<file path="config.mk">
export PLATFORM = sky130hd
export DESIGN_NAME = instr_fetch_unit_flat
export DESIGN_NICKNAME = d
export VERILOG_FILES = /design/src/rtl/cpu_pkg.sv /design/src/rtl/instr_fetch_unit_if.sv /design/src/rtl/fetch_fifo.sv /design/src/rtl/instr_fetch_unit.sv /design/src/flat_wrapper.sv
export SDC_FILE = /design/constraint.sdc
export NUM_CORES = 1
export LEC_CHECK = 0
export BUFFER_PORTS_ARGS = -buffer_cell sky130_fd_sc_hd__buf_4
export CAP_MARGIN = 40
export CORE_UTILIZATION = 35
export CTS_BUF_LIST = sky130_fd_sc_hd__clkbuf_4 sky130_fd_sc_hd__clkbuf_8
export CTS_CLUSTER_DIAMETER = 30
export DETAILED_ROUTE_END_ITERATION = 12
export RECOVER_POWER = 25
export SYNTH_ARGS = -nofsm -noshare
export SYNTH_HDL_FRONTEND = slang
export SYNTH_SLANG_ARGS = --single-unit
export TNS_END_PERCENT = 100
</file>
<file path="constraint.sdc">
create_clock -name clk -period 4.1 [get_ports clk]
set_input_delay 0.205 -clock clk [delete_from_list [all_inputs] [get_ports clk]]
set_output_delay 0.205 -clock clk [all_outputs]
set_load 0.005 [all_outputs]
</file>
<file path="src/rtl/cpu_pkg.sv">
// Shared CPU definitions: canonical NOP, base opcodes, fetch-stage types.
package cpu_pkg;

   localparam logic [31:0] NOP_INSTR        = 32'h0000_0013;  // addi x0, x0, 0
   localparam logic [31:0] DEFAULT_RESET_PC = 32'h0000_0000;

   // Base opcodes, kept in step with control_unit's decoder
   localparam logic [6:0] OP_LUI    = 7'b0110111;
   localparam logic [6:0] OP_AUIPC  = 7'b0010111;
   localparam logic [6:0] OP_JAL    = 7'b1101111;
   localparam logic [6:0] OP_JALR   = 7'b1100111;
   localparam logic [6:0] OP_BRANCH = 7'b1100011;
   localparam logic [6:0] OP_LOAD   = 7'b0000011;
   localparam logic [6:0] OP_STORE  = 7'b0100011;
   localparam logic [6:0] OP_IMM    = 7'b0010011;
   localparam logic [6:0] OP_REG    = 7'b0110011;

   typedef enum logic {
      FETCH = 1'b0,
      DRAIN = 1'b1
   } fetch_state_t;

   // Word handed to decode
   typedef struct packed {
      logic [31:0] pc;
      logic [31:0] instr;
   } out_word_t;

   function automatic logic [31:0] word_align(input logic [31:0] addr);
      return {addr[31:2], 2'b00};
   endfunction

endpackage

</file>
<file path="src/rtl/instr_fetch_unit_if.sv">
// Fetch-stage bus: imem request/response, EX redirect and decode handshake.
interface instr_fetch_unit_if;
   logic        imem_req_valid;
   logic        imem_req_ready;
   logic [31:0] imem_req_addr;
   logic        imem_resp_valid;
   logic [31:0] imem_resp_data;
   logic        redirect_valid;
   logic [31:0] redirect_pc;
   logic        id_ready;
   logic        if_valid;
   logic [31:0] if_pc;
   logic [31:0] if_instruction;

   // Fetch unit side
   modport master (
      output imem_req_valid, imem_req_addr,
      input  imem_req_ready, imem_resp_valid, imem_resp_data,
      input  redirect_valid, redirect_pc, id_ready,
      output if_valid, if_pc, if_instruction
   );

   // Memory / EX / decode side
   modport slave (
      input  imem_req_valid, imem_req_addr,
      output imem_req_ready, imem_resp_valid, imem_resp_data,
      output redirect_valid, redirect_pc, id_ready,
      input  if_valid, if_pc, if_instruction
   );
endinterface

</file>
<file path="src/rtl/fetch_fifo.sv">
// Synchronous show-ahead FIFO with flush and occupancy count.
// Push while full is accepted only together with a pop.
module fetch_fifo #(
   parameter int WIDTH = 32,
   parameter int DEPTH = 2
) (
   input  logic                   clk,
   input  logic                   rst,
   input  logic                   flush,
   input  logic                   push,
   input  logic [WIDTH-1:0]       push_data,
   input  logic                   pop,
   output logic [WIDTH-1:0]       pop_data,
   output logic [$clog2(DEPTH):0] count
);
   localparam int AW = $clog2(DEPTH);

   logic [WIDTH-1:0] mem [DEPTH];
   logic [AW-1:0]    wr_ptr, rd_ptr;
   logic             do_push, do_pop;

   assign do_pop   = pop && (count != '0);
   assign do_push  = push && ((count != (AW+1)'(DEPTH)) || do_pop);
   assign pop_data = mem[rd_ptr];

   // Pointers and occupancy; flush empties the queue in one cycle
   always_ff @(posedge clk or posedge rst) begin
      if (rst) begin
         wr_ptr <= '0;
         rd_ptr <= '0;
         count  <= '0;
      end else if (flush) begin
         wr_ptr <= '0;
         rd_ptr <= '0;
         count  <= '0;
      end else begin
         if (do_push) wr_ptr <= wr_ptr + AW'(1);
         if (do_pop)  rd_ptr <= rd_ptr + AW'(1);
         count <= count + (AW+1)'(do_push) - (AW+1)'(do_pop);
      end
   end

   // Storage, no reset needed: entries are only read when counted
   always_ff @(posedge clk) begin
      if (do_push && !flush) mem[wr_ptr] <= push_data;
   end
endmodule

</file>
<file path="src/rtl/instr_fetch_unit.sv">
// IF stage: owns the PC, issues in-order imem requests under a credit limit,
// buffers responses and presents {pc, instr} to decode. Redirects flush the
// output buffer; responses still in flight are drained and discarded.
module instr_fetch_unit
   import cpu_pkg::*;
#(
   parameter logic [31:0] RESET_PC = DEFAULT_RESET_PC,
   parameter int          DEPTH    = 2
) (
   input logic                clk,
   input logic                rst,
   instr_fetch_unit_if.master bus
);
   localparam int CW = $clog2(DEPTH) + 1;

   fetch_state_t  state, state_nxt;
   logic [31:0]   pc, pc_nxt;
   logic          req_valid, req_valid_nxt;
   logic [31:0]   req_addr, req_addr_nxt;

   logic          accept, resp_fire, ob_push, ob_pop, ob_empty, credit_ok;
   logic [CW-1:0] inflight, inflight_nxt, ob_count, buf_nxt;
   logic [31:0]   pq_head;
   out_word_t     ob_in, ob_head;

   assign accept    = req_valid && bus.imem_req_ready;
   // A response with nothing outstanding is a protocol error and is ignored
   assign resp_fire = bus.imem_resp_valid && (inflight != '0);
   assign ob_empty  = (ob_count == '0);
   assign ob_push   = resp_fire && (state == FETCH) && !bus.redirect_valid;
   assign ob_pop    = !ob_empty && bus.id_ready && !bus.redirect_valid;
   assign ob_in     = '{pc: pq_head, instr: bus.imem_resp_data};

   // Occupancy after this cycle; a new request is issued only if it still fits
   assign inflight_nxt = inflight + CW'(accept) - CW'(resp_fire);
   assign buf_nxt      = bus.redirect_valid ? '0
                         : ob_count + CW'(ob_push) - CW'(ob_pop);
   assign credit_ok    = ({1'b0, inflight_nxt} + {1'b0, buf_nxt}) < (CW+1)'(DEPTH);

   // PC of each accepted request; its depth is the in-flight count
   fetch_fifo #(.WIDTH(32), .DEPTH(DEPTH)) u_pc_queue (
      .clk       (clk),
      .rst       (rst),
      .flush     (1'b0),
      .push      (accept),
      .push_data (req_addr),
      .pop       (resp_fire),
      .pop_data  (pq_head),
      .count     (inflight)
   );

   // Words waiting for decode
   fetch_fifo #(.WIDTH($bits(out_word_t)), .DEPTH(DEPTH)) u_out_buf (
      .clk       (clk),
      .rst       (rst),
      .flush     (bus.redirect_valid),
      .push      (ob_push),
      .push_data (ob_in),
      .pop       (ob_pop),
      .pop_data  (ob_head),
      .count     (ob_count)
   );

   // FSM state, PC and registered request
   always_ff @(posedge clk or posedge rst) begin
      if (rst) begin
         state     <= FETCH;
         pc        <= RESET_PC;
         req_valid <= 1'b0;
         req_addr  <= RESET_PC;
      end else begin
         state     <= state_nxt;
         pc        <= pc_nxt;
         req_valid <= req_valid_nxt;
         req_addr  <= req_addr_nxt;
      end
   end

   // Next state: redirect wins; a stalled request is held; otherwise issue on credit
   always_comb begin
      state_nxt     = state;
      pc_nxt        = pc;
      req_valid_nxt = 1'b0;
      req_addr_nxt  = req_addr;
      if (bus.redirect_valid) begin
         pc_nxt       = word_align(bus.redirect_pc);
         state_nxt    = (inflight_nxt != '0) ? DRAIN : FETCH;
         req_addr_nxt = pc_nxt;
      end else begin
         if (accept) pc_nxt = pc + 32'd4;
         if (state == DRAIN && inflight_nxt == '0) state_nxt = FETCH;
         if (req_valid && !bus.imem_req_ready) begin
            req_valid_nxt = 1'b1;
            req_addr_nxt  = req_addr;
         end else begin
            req_valid_nxt = (state_nxt == FETCH) && credit_ok;
            req_addr_nxt  = pc_nxt;
         end
      end
   end

   assign bus.imem_req_valid = req_valid;
   assign bus.imem_req_addr  = req_addr;
   assign bus.if_valid       = !ob_empty;
   assign bus.if_pc          = ob_empty ? pc : ob_head.pc;
   assign bus.if_instruction = ob_empty ? NOP_INSTR : ob_head.instr;
endmodule

</file>
<file path="src/flat_wrapper.sv">
// flat-port wrapper written by rule: the top's interface ports become plain ports
module instr_fetch_unit_flat import cpu_pkg::*;
#(
   parameter logic [31:0] RESET_PC = DEFAULT_RESET_PC,
   parameter int          DEPTH    = 2
)
  (clk, rst, bus_imem_req_valid, bus_imem_req_addr, bus_imem_req_ready, bus_imem_resp_valid, bus_imem_resp_data, bus_redirect_valid, bus_redirect_pc, bus_id_ready, bus_if_valid, bus_if_pc, bus_if_instruction);
  instr_fetch_unit_if bus_i ();
  input logic clk;
  input logic rst;
  output wire logic [$bits(bus_i.imem_req_valid)-1:0] bus_imem_req_valid;
  output wire logic [$bits(bus_i.imem_req_addr)-1:0] bus_imem_req_addr;
  input wire logic [$bits(bus_i.imem_req_ready)-1:0] bus_imem_req_ready;
  input wire logic [$bits(bus_i.imem_resp_valid)-1:0] bus_imem_resp_valid;
  input wire logic [$bits(bus_i.imem_resp_data)-1:0] bus_imem_resp_data;
  input wire logic [$bits(bus_i.redirect_valid)-1:0] bus_redirect_valid;
  input wire logic [$bits(bus_i.redirect_pc)-1:0] bus_redirect_pc;
  input wire logic [$bits(bus_i.id_ready)-1:0] bus_id_ready;
  output wire logic [$bits(bus_i.if_valid)-1:0] bus_if_valid;
  output wire logic [$bits(bus_i.if_pc)-1:0] bus_if_pc;
  output wire logic [$bits(bus_i.if_instruction)-1:0] bus_if_instruction;
  assign bus_imem_req_valid = bus_i.imem_req_valid;
  assign bus_imem_req_addr = bus_i.imem_req_addr;
  assign bus_i.imem_req_ready = bus_imem_req_ready;
  assign bus_i.imem_resp_valid = bus_imem_resp_valid;
  assign bus_i.imem_resp_data = bus_imem_resp_data;
  assign bus_i.redirect_valid = bus_redirect_valid;
  assign bus_i.redirect_pc = bus_redirect_pc;
  assign bus_i.id_ready = bus_id_ready;
  assign bus_if_valid = bus_i.if_valid;
  assign bus_if_pc = bus_i.if_pc;
  assign bus_if_instruction = bus_i.if_instruction;
  instr_fetch_unit #(.RESET_PC(RESET_PC), .DEPTH(DEPTH)) u_core (.clk(clk), .rst(rst), .bus(bus_i));
endmodule
</file>
==> impl_table.tex, run 1 <==
\begin{tabular}{lr}
\hline
Metric & Value \\
\hline
\multicolumn{2}{l}{\textbf{Final layout}} \\
\quad Final design utilization & 48.0\% \\
\quad Layout overhead on the synthesized area & 34.6\% \\
\quad Final net count & 1166 \\
\quad Share of final-layout standard cells stronger than drive strength 1 & 30.3\% \\
\quad Ant. Diodes & 0 \\
\multicolumn{2}{l}{\textbf{Logic synthesis}} \\
\quad Share of synthesized area occupied by flip-flops and latches & 67.7\% \\
\quad Avg Cell Area, Syn & 13.6 um2 \\
\quad Top flip-flop cell by instance count after synthesis & edfxtp\_1 \\
\quad Count of synthesis-stage warnings from yosys & 0 \\
\quad Post-synthesis async set-or-reset flop share & 27.8\% \\
\quad Netlist cell types & 57 \\
\quad Instance count of the mapped netlist & 828 \\
\quad EDFF count, synth & 192 \\
\quad Synthesized area & 11200 um2 \\
\quad Number of storage elements in the synthesis netlist & 266 \\
\quad Number of nets in the synthesized netlist & 906 \\
\multicolumn{2}{l}{\textbf{Global route}} \\
\quad Largest net degree at the start of global routing & 60 \\
\quad Initial antenna violation count & 0 \\
\quad Vias in the first global route & 7654 \\
\quad GRT Resource Usage Total & 17.2\% \\
\quad Global-route wire length before repair & 43.5 mm \\
\quad GRT Residual Overflow & 0 \\
\multicolumn{2}{l}{\textbf{Setup path}} \\
\quad Cell with the most instances on the worst path & nor2\_1 \\
\quad Max incr delay on CP & 0.52 ns \\
\quad Family of cells with the greatest summed delay on the critical path & adder cells \\
\quad Crit. End Element & flip-flop \\
\quad Slowest-stage cell, CP & nor3\_1 \\
\quad Required @ worst endpoint & 4.55 ns \\
\quad Worst path arrival time & 3.48 ns \\
\quad Category of the critical setup timing path & reg -> reg \\
\quad Buffers and inverters on the worst path & 2 \\
\quad Crit path cell chain & o21ai\_0 -> nor3\_1 -> inv\_1 -> ha\_1 -> inv\_1 -> ha\_1 -> xor2\_1 -> xnor2\_1 -> nor2\_1 -> fa\_1 -> nor2\_1 -> a21oi\_1 -> nor2\_1 \\
\quad Critical path fanouts, max & 6 \\
\quad Startpoint Class & flip-flop \\
\multicolumn{2}{l}{\textbf{Pwr}} \\
\quad Static Leak & 0.00577 uW \\
\quad Part of the power in registers & 37.9\% \\
\quad Pwr/cell area & 610 nW/um2 \\
\quad Proportion of total power due to net switching & 27.8\% \\
\quad Internal power & 6660 uW \\
\quad Switching component of the power & 2570 uW \\
\quad Combinational share of power & 22.1\% \\
\quad Max rail drop VDD & 0.272 mV \\
\quad Clk pwr share & 40.1\% \\
\multicolumn{2}{l}{\textbf{Status}} \\
\quad Run status & complete, but fails checks \\
\quad Violated checks & max-capacitance violations, max-slew violations \\
\multicolumn{2}{l}{\textbf{Placed design}} \\
\quad Detail Placement HPWL & 17.9 mm \\
\quad GPL Wtd Cong & 0.781 \\
\quad Input/output buffers & 165 \\
\multicolumn{2}{l}{\textbf{Worst hold path}} \\
\quad Classification of the worst-slack hold path & in -> reg \\
\multicolumn{2}{l}{\textbf{Timing}} \\
\quad Hold Vio Cnt, Final & 0 \\
\quad Final number of setup-violating endpoints & 0 \\
\quad Min cycle time layout & 3.03 ns \\
\quad Final worst path period share & 74.0\% \\
\quad Least-Margin Pin Slew & 1.61 ns \\
\quad Setup repair after global routing missed its margin & false \\
\quad Slew Viols, Final & 34 \\
\quad Worst slew margin relative to its limit & -7.67\% \\
\quad Worst clock skew & 0.0216 ns \\
\quad Setup TNS Final & 0 ns \\
\quad Achievable frequency & 0.330 GHz \\
\multicolumn{2}{l}{\textbf{CTS}} \\
\quad TritonCTS clock tree & yes \\
\quad Clock net sink count & 266 \\
\quad Clock transition at the registers of the reported paths & 0.06 ns \\
\quad Library cell used as clock root buffer & clkbuf\_8 \\
\quad Depth of the CTS H-tree & 2 \\
\quad Clk\_lat worst skew & 0.57 ns \\
\quad Clock buffer count from CTS & 59 \\
\quad Maximum clock path buffer count & 3 \\
\multicolumn{2}{l}{\textbf{Floorplanning}} \\
\quad Die width & 181 um \\
\quad Floorplan Core Area & 31600 um2 \\
\quad Die Y-Extent & 181 um \\
\quad Initial Utilization & 35.6\% \\
\quad I/O Pins & 168 \\
\quad Full die area & 32800 um2 \\
\quad Cell Rows & 65 \\
\multicolumn{2}{l}{\textbf{Drt}} \\
\quad Detailed router's first-iteration violation count & 392 \\
\quad Drt wl/cell & 18.3 um \\
\quad Length of the first detailed-routing pass in iterations & 5 \\
\quad DRC violations left & 0 \\
\quad Vias after detailed routing & 7640 \\
\quad Post-DR vias/cell & 4.96 \\
\quad Total wire length after detailed routing & 28.2 mm \\
\quad Post-route ant nets & 0 \\
\multicolumn{2}{l}{\textbf{Run}} \\
\quad Maximum Capacitance Violations & 1 \\
\hline
\end{tabular}
==> cells by family (layout without fill, tap and decap cells) <==
group | after synthesis | count (layout) | synth area share, %
adders and majority gates | 8 | 8 | 0.957
buffers and inverters | 65 | 375 | 2.56
DFF | 266 | 266 | 67.7
AOI/OAI and AO/OA | 117 | 117 | 6.03
xor gates and xnor gates | 28 | 28 | 2.18
muxes | 115 | 115 | 10.7
and+or+nand+nor | 229 | 229 | 9.79
==> state kept, by name, indices dropped and copies added (netlist names), 2 cells and up <==
signal	count
u_core.bus.imem_req_addr	32
u_core.u_out_buf.mem	128
u_core.u_out_buf.count	2
u_core.pc	32
u_core.u_pc_queue.count	2
u_core.u_pc_queue.mem	64
==> layer usage <==
layer  up-vias  wire [um]  GRT usage, %
li1       3609          -             -
met1      3747      12200          21.9
met2       242      13900          29.5
met3        42       1550          3.31
met4         0        515          5.19
met5         -          0             0
==> through the flow <==
| step | hold slack (ns) | total power, uW | instance area, um2 | worst slack, ns | std cells |
|---|---|---|---|---|---|
| floorplan | 0.304 | 4590 | 11200 | 0.826 | 828 |
| global placement | 0.304 | 5540 | 12900 | 1.15 | 1362 |
| detailed placement | 0.313 | 5580 | 13000 | 1.08 | 1365 |
| CTS | 0.0204 | 9380 | 15200 | 1.06 | 1540 |
| global route | 0.0458 | 9670 | 15100 | 0.683 | 1540 |
| finish | 0.0539 | 9240 | 15100 | 1.07 | 1540 |
==> power by group through the flow <==
stage                     clock [uW]  combinational (uW)  sequential [uW]
after floorplan                    0                1170             3410
after global placement             0                2000             3540
after detailed placement           0                2030             3550
after CTS                       3780                2090             3500
after global routing            3910                2230             3530
final                           3700                2040             3500
==> cells in the final DEF (no fill, tap or decap), drive strengths merged, types with 9 or more instances in the layout <==
| cell | instances |
|---|---|
| nand2 | 73 |
| a21oi | 25 |
| nand3 | 15 |
| clkbuf | 109 |
| o21ai | 58 |
| dfrtp | 74 |
| and3 | 9 |
| mux2 | 45 |
| inv | 22 |
| edfxtp | 192 |
| nand4 | 14 |
| dlygate4sd3 | 64 |
| xnor2 | 17 |
| nor2 | 59 |
| mux2i | 70 |
| nor3 | 29 |
| bufinv | 13 |
| clkinv | 13 |
| xor2 | 11 |
| buf | 147 |
==> worst reg2reg max path: stages, from the launching register on <==
cell and delay, ns:
dfrtp_1 0.43, o21ai_0 0.24, nor3_1 0.52, inv_1 0.10, ha_1 0.29, inv_1 0.06
ha_1 0.15, xor2_1 0.18, xnor2_1 0.14, nor2_1 0.07, fa_1 0.51, nor2_1 0.05
a21oi_1 0.11, nor2_1 0.06
==> what timing repair did <==
item,in CTS,in global routing
buffers inserted,0,0
resized for setup,0,0
endpoints found under the hold margin,156,0
endpoints found under the setup margin,0,0
hold buffers,64,0
==> cell type report <==
cell class                      instances  area (um2)
Timing Repair Buffer                  244        2030
Tap cell                              402         503
Inverter                               20        76.3
Clock inverter                         35         551
Sequential cell                       266        7620
Fill cell                            2878       16400
Clock buffer                           76         990
Multi-Input combinational cell        497        3360
==> Yosys cell counts, types with 2 or more instances <==
master | count | area share [%]
mux2i_1 | 70 | 6.2
a31oi_1 | 4 | 0.22
nor3b_1 | 2 | 0.13
and4_1 | 2 | 0.16
o21a_1 | 2 | 0.13
a21oi_1 | 25 | 1.1
o221ai_1 | 2 | 0.16
o211ai_1 | 2 | 0.13
o22ai_1 | 8 | 0.45
ha_1 | 7 | 0.78
nand4_1 | 14 | 0.78
clkbuf_8 | 2 | 0.24
or4_4 | 3 | 0.30
clkbuf_1 | 34 | 1.1
a211oi_1 | 4 | 0.27
inv_1 | 20 | 0.67
o21ai_0 | 58 | 2.6
and3_1 | 9 | 0.50
nand2b_1 | 2 | 0.11
edfxtp_1 | 192 | 51
nand2_1 | 72 | 2.4
xor2_1 | 11 | 0.86
nor2_1 | 59 | 2.0
or3_1 | 2 | 0.11
o31a_1 | 4 | 0.31
nor2b_1 | 3 | 0.17
buf_6 | 2 | 0.20
xnor2_1 | 17 | 1.3
dfrtp_1 | 74 | 16
nor3_1 | 28 | 1.2
nor4_1 | 7 | 0.39
buf_1 | 4 | 0.13
mux2_2 | 45 | 4.5
nand3_1 | 15 | 0.67
==> final timing paths <==
path / startpoint / end / slack (ns) / depth (start not counted)
setup / recovery: u_core.u_pc_queue.count[0] / u_core.bus.imem_req_valid / 1.07 / 13
hold / removal: bus_imem_req_ready / u_core.u_pc_queue.count[1] / 0.05 / 3
setup reg to reg: u_core.u_pc_queue.count[0] / u_core.bus.imem_req_valid / 1.07 / 13
hold reg to reg: u_core.bus.imem_req_addr[29] / u_core.u_pc_queue.mem[0][29] / 0.50 / 0
max in group asynchronous: rst / u_core.bus.imem_req_addr[30] / 2.26 / 4
min in group asynchronous: rst / u_core.bus.imem_req_addr[9] / 0.57 / 3
Note: power is estimated with default switching activity, not from simulation.
==> run 2: changes to the inputs <==
- clock period: 4.1 -> 2.9 ns (I/O delays scaled with it)
==> impl_table.tex, run 2 (synthesized netlist as in run 1, its figures left out) <==
\begin{tabular}{lr}
\hline
Metric & Value \\
\hline
\multicolumn{2}{l}{\textbf{Status}} \\
\quad Run status & complete, but fails checks \\
\quad Violated checks & max-capacitance violations, max-slew violations \\
\multicolumn{2}{l}{\textbf{Final layout}} \\
\quad Registers with the most flip-flops & u\_core.u\_out\_buf.mem: 128 flops, u\_core.u\_pc\_queue.mem: 64 flops \\
\quad Layout fillers & 2818 (-2.1\%) \\
\quad Leading cell type in the layout, fill and taps excluded & edfxtp\_1 \\
\quad Share of final-layout standard cells stronger than drive strength 1 & 31.8\% (+1.5 points) \\
\quad Multi-input combinational cell area & 3370 um2 (+0.19\%) \\
\quad Leading cell types in the layout, fill and taps excluded & 192 x edfxtp\_1, 151 x buf\_4, 73 x dfrtp\_1 \\
\quad Final cell count without fillers & 1562 (+1.4\%) \\
\quad Number of flip-flops under the largest register name & 128 (unchanged) \\
\quad Layout overhead on the synthesized area & 35.7\% \\
\quad Register bank with the most flops & u\_core.u\_out\_buf.mem \\
\quad Final net count & 1187 (+1.8\%) \\
\quad Seq. cell area & 7620 um2 (unchanged) \\
\quad Ant. Diodes & 0 (unchanged) \\
\quad Final cell area excluding filler cells & 15300 um2 (+0.77\%) \\
\multicolumn{2}{l}{\textbf{Pwr}} \\
\quad Internal power & 9260 uW (+39\%) \\
\quad Switching component of the power & 3750 uW (+46\%) \\
\quad Part of the power in registers & 37.4\% (-0.5 points) \\
\quad Max rail drop VDD & 0.423 mV (+55\%) \\
\quad Proportion of total power due to net switching & 28.8\% (+1.0 points) \\
\quad Pwr/cell area & 853 nW/um2 (+40\%) \\
\quad Combinational share of power & 23.6\% (+1.5 points) \\
\quad Static Leak & 0.00583 uW (+1.1\%) \\
\quad Clk pwr share & 38.9\% (-1.2 points) \\
\multicolumn{2}{l}{\textbf{Timing}} \\
\quad PnR worst setup slack & 0.213 ns (-0.855 ns) \\
\quad Min cycle time layout & 2.69 ns (-0.345 ns) \\
\quad Achievable frequency & 0.372 GHz (+13\%) \\
\quad Setup repair after global routing missed its margin & false \\
\quad Final number of setup-violating endpoints & 0 (unchanged) \\
\quad Final worst path period share & 92.7\% (+19 points) \\
\quad Slew Viols, Final & 41 (+21\%) \\
\quad Worst slew margin relative to its limit & -37.7\% (-30 points) \\
\quad Setup TNS Final & 0 ns (unchanged) \\
\quad Least-Margin Pin Slew & 2.05 ns (+0.448 ns) \\
\quad Worst clock skew & 0.0263 ns (+0.00474 ns) \\
\quad Hold Vio Cnt, Final & 0 (unchanged) \\
\multicolumn{2}{l}{\textbf{Setup path}} \\
\quad Worst path arrival time & 3.17 ns (-0.31 ns) \\
\quad Startpoint Class & flip-flop \\
\quad Critical path fanouts, max & 5 (-1) \\
\quad Category of the critical setup timing path & reg -> reg \\
\quad Crit. End Element & flip-flop \\
\quad Required @ worst endpoint & 3.38 ns (-1.17 ns) \\
\multicolumn{2}{l}{\textbf{Run}} \\
\quad Maximum Capacitance Violations & 1 (unchanged) \\
\multicolumn{2}{l}{\textbf{Placed design}} \\
\quad Input/output buffers & 165 (unchanged) \\
\quad GPL Wtd Cong & 0.789 (+1.0\%) \\
\quad Placement-stage worst setup slack & 0.264 ns (-0.818 ns) \\
\quad Area post-placement & 13100 um2 (+0.88\%) \\
\quad Detail Placement HPWL & 18.0 mm (+0.37\%) \\
\quad Cells after DPL & 1376 (+0.81\%) \\
\multicolumn{2}{l}{\textbf{Global route}} \\
\quad Global-route wire length before repair & 43.7 mm (+0.41\%) \\
\quad GRT Resource Usage Total & 17.4\% (+0.26 points) \\
\quad GRT Residual Overflow & 0 (unchanged) \\
\quad Initial antenna violation count & 1 (+1) \\
\quad Largest net degree at the start of global routing & 62 (+3.3\%) \\
\quad Vias in the first global route & 7838 (+2.4\%) \\
\multicolumn{2}{l}{\textbf{Drt}} \\
\quad Detailed router's first-iteration violation count & 408 (+4.1\%) \\
\quad Post-DR vias/cell & 4.94 (-0.51\%) \\
\quad Total wire length after detailed routing & 28.7 mm (+1.7\%) \\
\quad Length of the first detailed-routing pass in iterations & 5 (unchanged) \\
\quad Drt wl/cell & 18.4 um (+0.25\%) \\
\quad Vias after detailed routing & 7710 (+0.92\%) \\
\quad DRC violations left & 0 (unchanged) \\
\quad Post-route ant nets & 0 (unchanged) \\
\multicolumn{2}{l}{\textbf{Floorplanning}} \\
\quad Cell Rows & 65 (unchanged) \\
\quad Die width & 181 um (unchanged) \\
\quad Initial Utilization & 35.6\% (unchanged) \\
\quad I/O Pins & 168 (unchanged) \\
\quad Full die area & 32800 um2 (unchanged) \\
\quad Floorplan Core Area & 31600 um2 (unchanged) \\
\quad Die Y-Extent & 181 um (unchanged) \\
\multicolumn{2}{l}{\textbf{CTS}} \\
\quad Clk\_lat worst skew & 0.57 ns (about the same) \\
\quad Depth of the CTS H-tree & 3 (+1) \\
\quad Maximum clock path buffer count & 3 (unchanged) \\
\quad Library cell used as clock root buffer & clkbuf\_8 \\
\quad Clock buffer count from CTS & 67 (+14\%) \\
\quad Resize count post-CTS & 0 (unchanged) \\
\quad Clock transition at the registers of the reported paths & 0.05 ns (about the same) \\
\quad Clock net sink count & 266 (unchanged) \\
\quad TritonCTS clock tree & yes \\
\multicolumn{2}{l}{\textbf{Worst hold path}} \\
\quad Classification of the worst-slack hold path & in -> reg \\
\hline
\end{tabular}
## run 2: cell count changes in the layout (fill, tap and decap cells not counted), moves of 2 or more
cell / before / now
buf_4: 142 / 151
clkbuf_4: 36 / 43
clkinvlp_4: 6 / 13
clkinv_2: 4 / 9
bufinv_16: 13 / 9
clkbuf_1: 6 / 2
buf_12: 3 / 5
clkinv_4: 7 / 5
dlygate4sd3_1: 64 / 66
## run 2: cell type report
type / instances / share of cell area [%]
clock inverter: 40 / 3.16
tap: 402 / 3.30
timing repair buffer: 257 / 14.3
sequential: 266 / 50.0
clock buffer: 80 / 6.73
multi-input combinational: 497 / 22.1
inverter: 20 / 0.500
## run 2: layer usage
metal,track usage (%),share of wire [%]
met5,0,0.045
met4,6.10,2.3
met3,4.15,5.3
met2,28.6,48
met1,22.6,44
## run 2: timing repair
item,4_1_cts,5_1_grt
setup buffers,0,0
hold endpoints to repair,172,0
hold buffers,66,0
## run 2: power groups by stage
stage / clock network (uW) / logic, uW / registers [uW]
floorplan: 0 / 1660 / 4820
global route: 5370 / 3350 / 4910
CTS: 5190 / 3130 / 4870
detailed placement: 0 / 3040 / 4940
global placement: 0 / 2950 / 4920
finish: 5060 / 3070 / 4870
## run 2: path summary, 6_finish.rpt
path / end / depth (start not counted) / slack, ns / start
max in group asynchronous: u_core.bus.imem_req_addr[26] / 3 / 1.26 / rst
min in group asynchronous: u_core.bus.imem_req_addr[8] / 3 / 0.67 / rst
min reg2reg: u_core.u_pc_queue.mem[0][1] / 0 / 0.50 / u_core.bus.imem_req_addr[1]
max: u_core.bus.imem_req_valid / 12 / 0.21 / u_core.u_pc_queue.count[1]
max reg2reg: u_core.bus.imem_req_valid / 12 / 0.21 / u_core.u_pc_queue.count[1]
min: u_core.u_pc_queue.wr_ptr / 4 / 0.05 / bus_imem_resp_valid
## run 2: critical path, stage by stage (launching register included)
cell and delay (ns):
dfrtp_1 0.43, o21ai_0 0.27, buf_4 0.18, inv_1 0.04
ha_1 0.26, inv_1 0.04, ha_1 0.17, xnor2_1 0.14
xnor2_1 0.31, fa_1 0.46, nor2_1 0.13, a21oi_1 0.09
nor2_1 0.11
## run 2: metrics by stage
stage / power, uW / hold WS [ns] / utilization, %
floorplan: 6490 / 0.244 / -
global placement: 7870 / 0.304 / 41.4
detailed placement: 7970 / 0.325 / 41.5
CTS: 13200 / 0.0138 / 48.4
global route: 13600 / 0.0612 / 48.3
finish: 13000 / 0.0471 / 48.3
==> run 3: changes to the inputs <==
- CORE_UTILIZATION: 35 -> 25
- SLEW_MARGIN: default -> 5
==> impl_table.tex, run 3 (synthesized netlist as in run 1, its figures left out) <==
\begin{tabular}{lr}
\hline
Metric & Value \\
\hline
\multicolumn{2}{l}{\textbf{Status}} \\
\quad Run status & complete, but fails checks \\
\quad Violated checks & max-capacitance violations, max-slew violations \\
\multicolumn{2}{l}{\textbf{Setup path}} \\
\quad Crit path cell chain & o21ai\_0 -> buf\_4 -> inv\_1 -> ha\_1 -> inv\_1 -> ha\_1 -> xnor2\_1 -> xnor2\_1 -> fa\_1 -> nor2\_1 -> a21oi\_1 -> nor2\_1 \\
\quad Buffers and inverters on the worst path & 3 (unchanged) \\
\quad Cell depth of the worst setup path & 12 (unchanged) \\
\quad Worst reg2reg setup slack & 0.23 ns (+0.02 ns) \\
\quad Crit. End Element & flip-flop \\
\quad Family of cells with the greatest summed delay on the critical path & adder cells \\
\quad Depth of the worst register-to-register path & 12 (unchanged) \\
\quad Critical path fanouts, max & 5 (unchanged) \\
\quad Category of the critical setup timing path & reg -> reg \\
\quad RR Startpoint & u\_core.u\_pc\_queue.count[1] \\
\quad Max incr delay on CP & 0.46 ns (about the same) \\
\quad Worst path arrival time & 3.19 ns (+0.02 ns) \\
\quad Required @ worst endpoint & 3.43 ns (+0.05 ns) \\
\quad Startpoint Class & flip-flop \\
\quad End of the worst register-to-register path & u\_core.bus.imem\_req\_valid \\
\quad Slowest-stage cell, CP & fa\_1 \\
\multicolumn{2}{l}{\textbf{Final layout}} \\
\quad Share of final-layout standard cells stronger than drive strength 1 & 31.3\% (-0.50 points) \\
\quad Ant. Diodes & 0 (unchanged) \\
\quad Final net count & 1192 (+0.42\%) \\
\quad Layout overhead on the synthesized area & 39.0\% \\
\quad Number of flip-flops under the largest register name & 128 (unchanged) \\
\quad Leading cell type in the layout, fill and taps excluded & edfxtp\_1 \\
\quad Final design utilization & 35.3\% (-13 points) \\
\quad Register bank with the most flops & u\_core.u\_out\_buf.mem \\
\quad Registers with the most flip-flops & u\_core.u\_out\_buf.mem: 128 flops, u\_core.u\_pc\_queue.mem: 64 flops \\
\quad Layout fillers & 4403 (+56\%) \\
\quad Leading cell types in the layout, fill and taps excluded & 192 x edfxtp\_1, 153 x buf\_4, 73 x clkbuf\_8, 73 x dfrtp\_1, 72 x nand2\_1 \\
\multicolumn{2}{l}{\textbf{Drt}} \\
\quad Length of the first detailed-routing pass in iterations & 5 (unchanged) \\
\quad Post-DR vias/cell & 4.37 (-11\%) \\
\quad Post-route ant nets & 0 (unchanged) \\
\quad Total wire length after detailed routing & 31.3 mm (+9.1\%) \\
\quad DRC violations left & 0 (unchanged) \\
\quad Vias after detailed routing & 7698 (-0.16\%) \\
\quad Drt wl/cell & 17.8 um (-3.2\%) \\
\quad Detailed router's first-iteration violation count & 476 (+17\%) \\
\multicolumn{2}{l}{\textbf{Worst hold path}} \\
\quad Classification of the worst-slack hold path & in -> reg \\
\quad Hold Path Cell Cnt & 5 (+1) \\
\quad Worst Hold Path EP & u\_core.u\_out\_buf.count[1] \\
\quad Worst hold start & bus\_redirect\_valid \\
\multicolumn{2}{l}{\textbf{Placed design}} \\
\quad Placement-stage worst setup slack & 0.285 ns (+0.0203 ns) \\
\quad GPL Wtd Cong & 0.745 (-5.6\%) \\
\quad Input/output buffers & 165 (unchanged) \\
\quad Detail Placement HPWL & 20.4 mm (+14\%) \\
\multicolumn{2}{l}{\textbf{CTS}} \\
\quad TritonCTS clock tree & yes \\
\quad Clock transition at the registers of the reported paths & 0.05 ns (about the same) \\
\quad Clock buffer count from CTS & 69 (+3.0\%) \\
\quad Clk\_lat worst skew & 0.61 ns (+0.04 ns) \\
\quad Maximum clock path buffer count & 3 (unchanged) \\
\quad Depth of the CTS H-tree & 3 (unchanged) \\
\quad Count of buffers added by post-CTS timing repair for setup & 0 (unchanged) \\
\quad Clock net sink count & 266 (unchanged) \\
\quad Library cell used as clock root buffer & clkbuf\_8 \\
\multicolumn{2}{l}{\textbf{Global route}} \\
\quad Global-route wire length before repair & 47.1 mm (+7.8\%) \\
\quad GRT Residual Overflow & 0 (unchanged) \\
\quad Initial antenna violation count & 1 (unchanged) \\
\quad GRT Resource Usage Total & 13.6\% (-3.9 points) \\
\quad Largest net degree at the start of global routing & 56 (-9.7\%) \\
\quad Vias in the first global route & 7836 (-0.026\%) \\
\multicolumn{2}{l}{\textbf{Timing}} \\
\quad Min cycle time layout & 2.67 ns (-0.0204 ns) \\
\quad Slew Viols, Final & 33 (-20\%) \\
\quad Setup repair after global routing missed its margin & false \\
\quad Setup TNS Final & 0 ns (unchanged) \\
\quad Worst slew margin relative to its limit & -4.70\% (+33 points) \\
\quad Hold Vio Cnt, Final & 0 (unchanged) \\
\quad Final number of setup-violating endpoints & 0 (unchanged) \\
\quad Least-Margin Pin Slew & 1.57 ns (-0.483 ns) \\
\quad Worst clock skew & 0.0300 ns (+0.00374 ns) \\
\quad Final worst path period share & 92.0\% (-0.70 points) \\
\quad Achievable frequency & 0.375 GHz (+0.76\%) \\
\quad PnR worst setup slack & 0.233 ns (+0.0204 ns) \\
\multicolumn{2}{l}{\textbf{Pwr}} \\
\quad Pwr/cell area & 866 nW/um2 (+1.5\%) \\
\quad Static Leak & 0.00593 uW (+1.6\%) \\
\quad Max rail drop VDD & 0.334 mV (-21\%) \\
\multicolumn{2}{l}{\textbf{Floorplanning}} \\
\quad Die width & 214 um (+18\%) \\
\quad Die Y-Extent & 214 um (+18\%) \\
\quad Floorplan Core Area & 44300 um2 (+40\%) \\
\quad Initial Utilization & 25.4\% (-10 points) \\
\quad Cell Rows & 77 (+18\%) \\
\quad I/O Pins & 168 (unchanged) \\
\quad Full die area & 45800 um2 (+40\%) \\
\multicolumn{2}{l}{\textbf{Run}} \\
\quad Maximum Capacitance Violations & 1 (unchanged) \\
\hline
\end{tabular}
-- run 3: where the power goes --
| part | internal (uW) | total [uW] | switching, uW |
|---|---|---|---|
| Sequential | 4590 | 4880 | 285 |
| Combinational | 1460 | 3110 | 1640 |
| Clock | 3630 | 5540 | 1920 |
-- run 3: area by class of cell --
type                       count  area, um2  share of cell area (%)
clock buffer                  88       1120                    7.15
clock inverter                38        528                    3.38
inverter                      20       76.3                   0.488
multi-input combinational    497       3380                    21.6
sequential                   266       7620                    48.8
tap                          592        741                    4.74
timing repair buffer         260       2170                    13.9
-- run 3: what timing repair did --
action / CTS / global route
gates resized for setup: 0 / 1
endpoints found under the hold margin: 203 / 0
hold buffers: 67 / 0
endpoints found under the setup margin: 0 / 1
-- run 3: tightest hold or removal path, cell delays in order --
cell and delay (ns):
buf_4 0.11, nor3_2 0.05, buf_4 0.14, o21ai_0 0.14, a21oi_1 0.06
-- run 3: per-layer routing --
metal | vias to the layer above | wire length [um] | track usage [%]
li1 | 3670 | - | -
met1 | 3768 | 13800 | 17.0
met2 | 207 | 15200 | 22.5
met3 | 51 | 1660 | 3.32
met4 | 2 | 671 | 5.17
met5 | - | 13 | 0
-- run 3: how the worst max path moves through the flow --
stage                          startpoint                         to  slack, ns
6_report       u_core.u_pc_queue.count[1]  u_core.bus.imem_req_valid       0.23
3_3_place_gp   u_core.u_pc_queue.count[1]  u_core.bus.imem_req_valid       0.29
3_5_place_dp   u_core.u_pc_queue.count[1]  u_core.bus.imem_req_valid       0.28
2_1_floorplan  u_core.u_pc_queue.count[1]  u_core.bus.imem_req_valid       0.26
4_1_cts         u_core.u_out_buf.count[1]  u_core.bus.imem_req_valid       0.21
5_1_grt        u_core.u_pc_queue.count[1]  u_core.bus.imem_req_valid      0.006
-- run 3: stage by stage --
stage               std cells  hold slack, ns  total power (uW)  cell area [um2]
floorplan                 828           0.244              6490            11300
global placement         1566           0.331              7940            13300
detailed placement       1568          0.0611              8070            13400
CTS                      1761          0.0489             13800            15700
global route             1761          0.0789             14200            15600
finish                   1761          0.0891             13500            15600
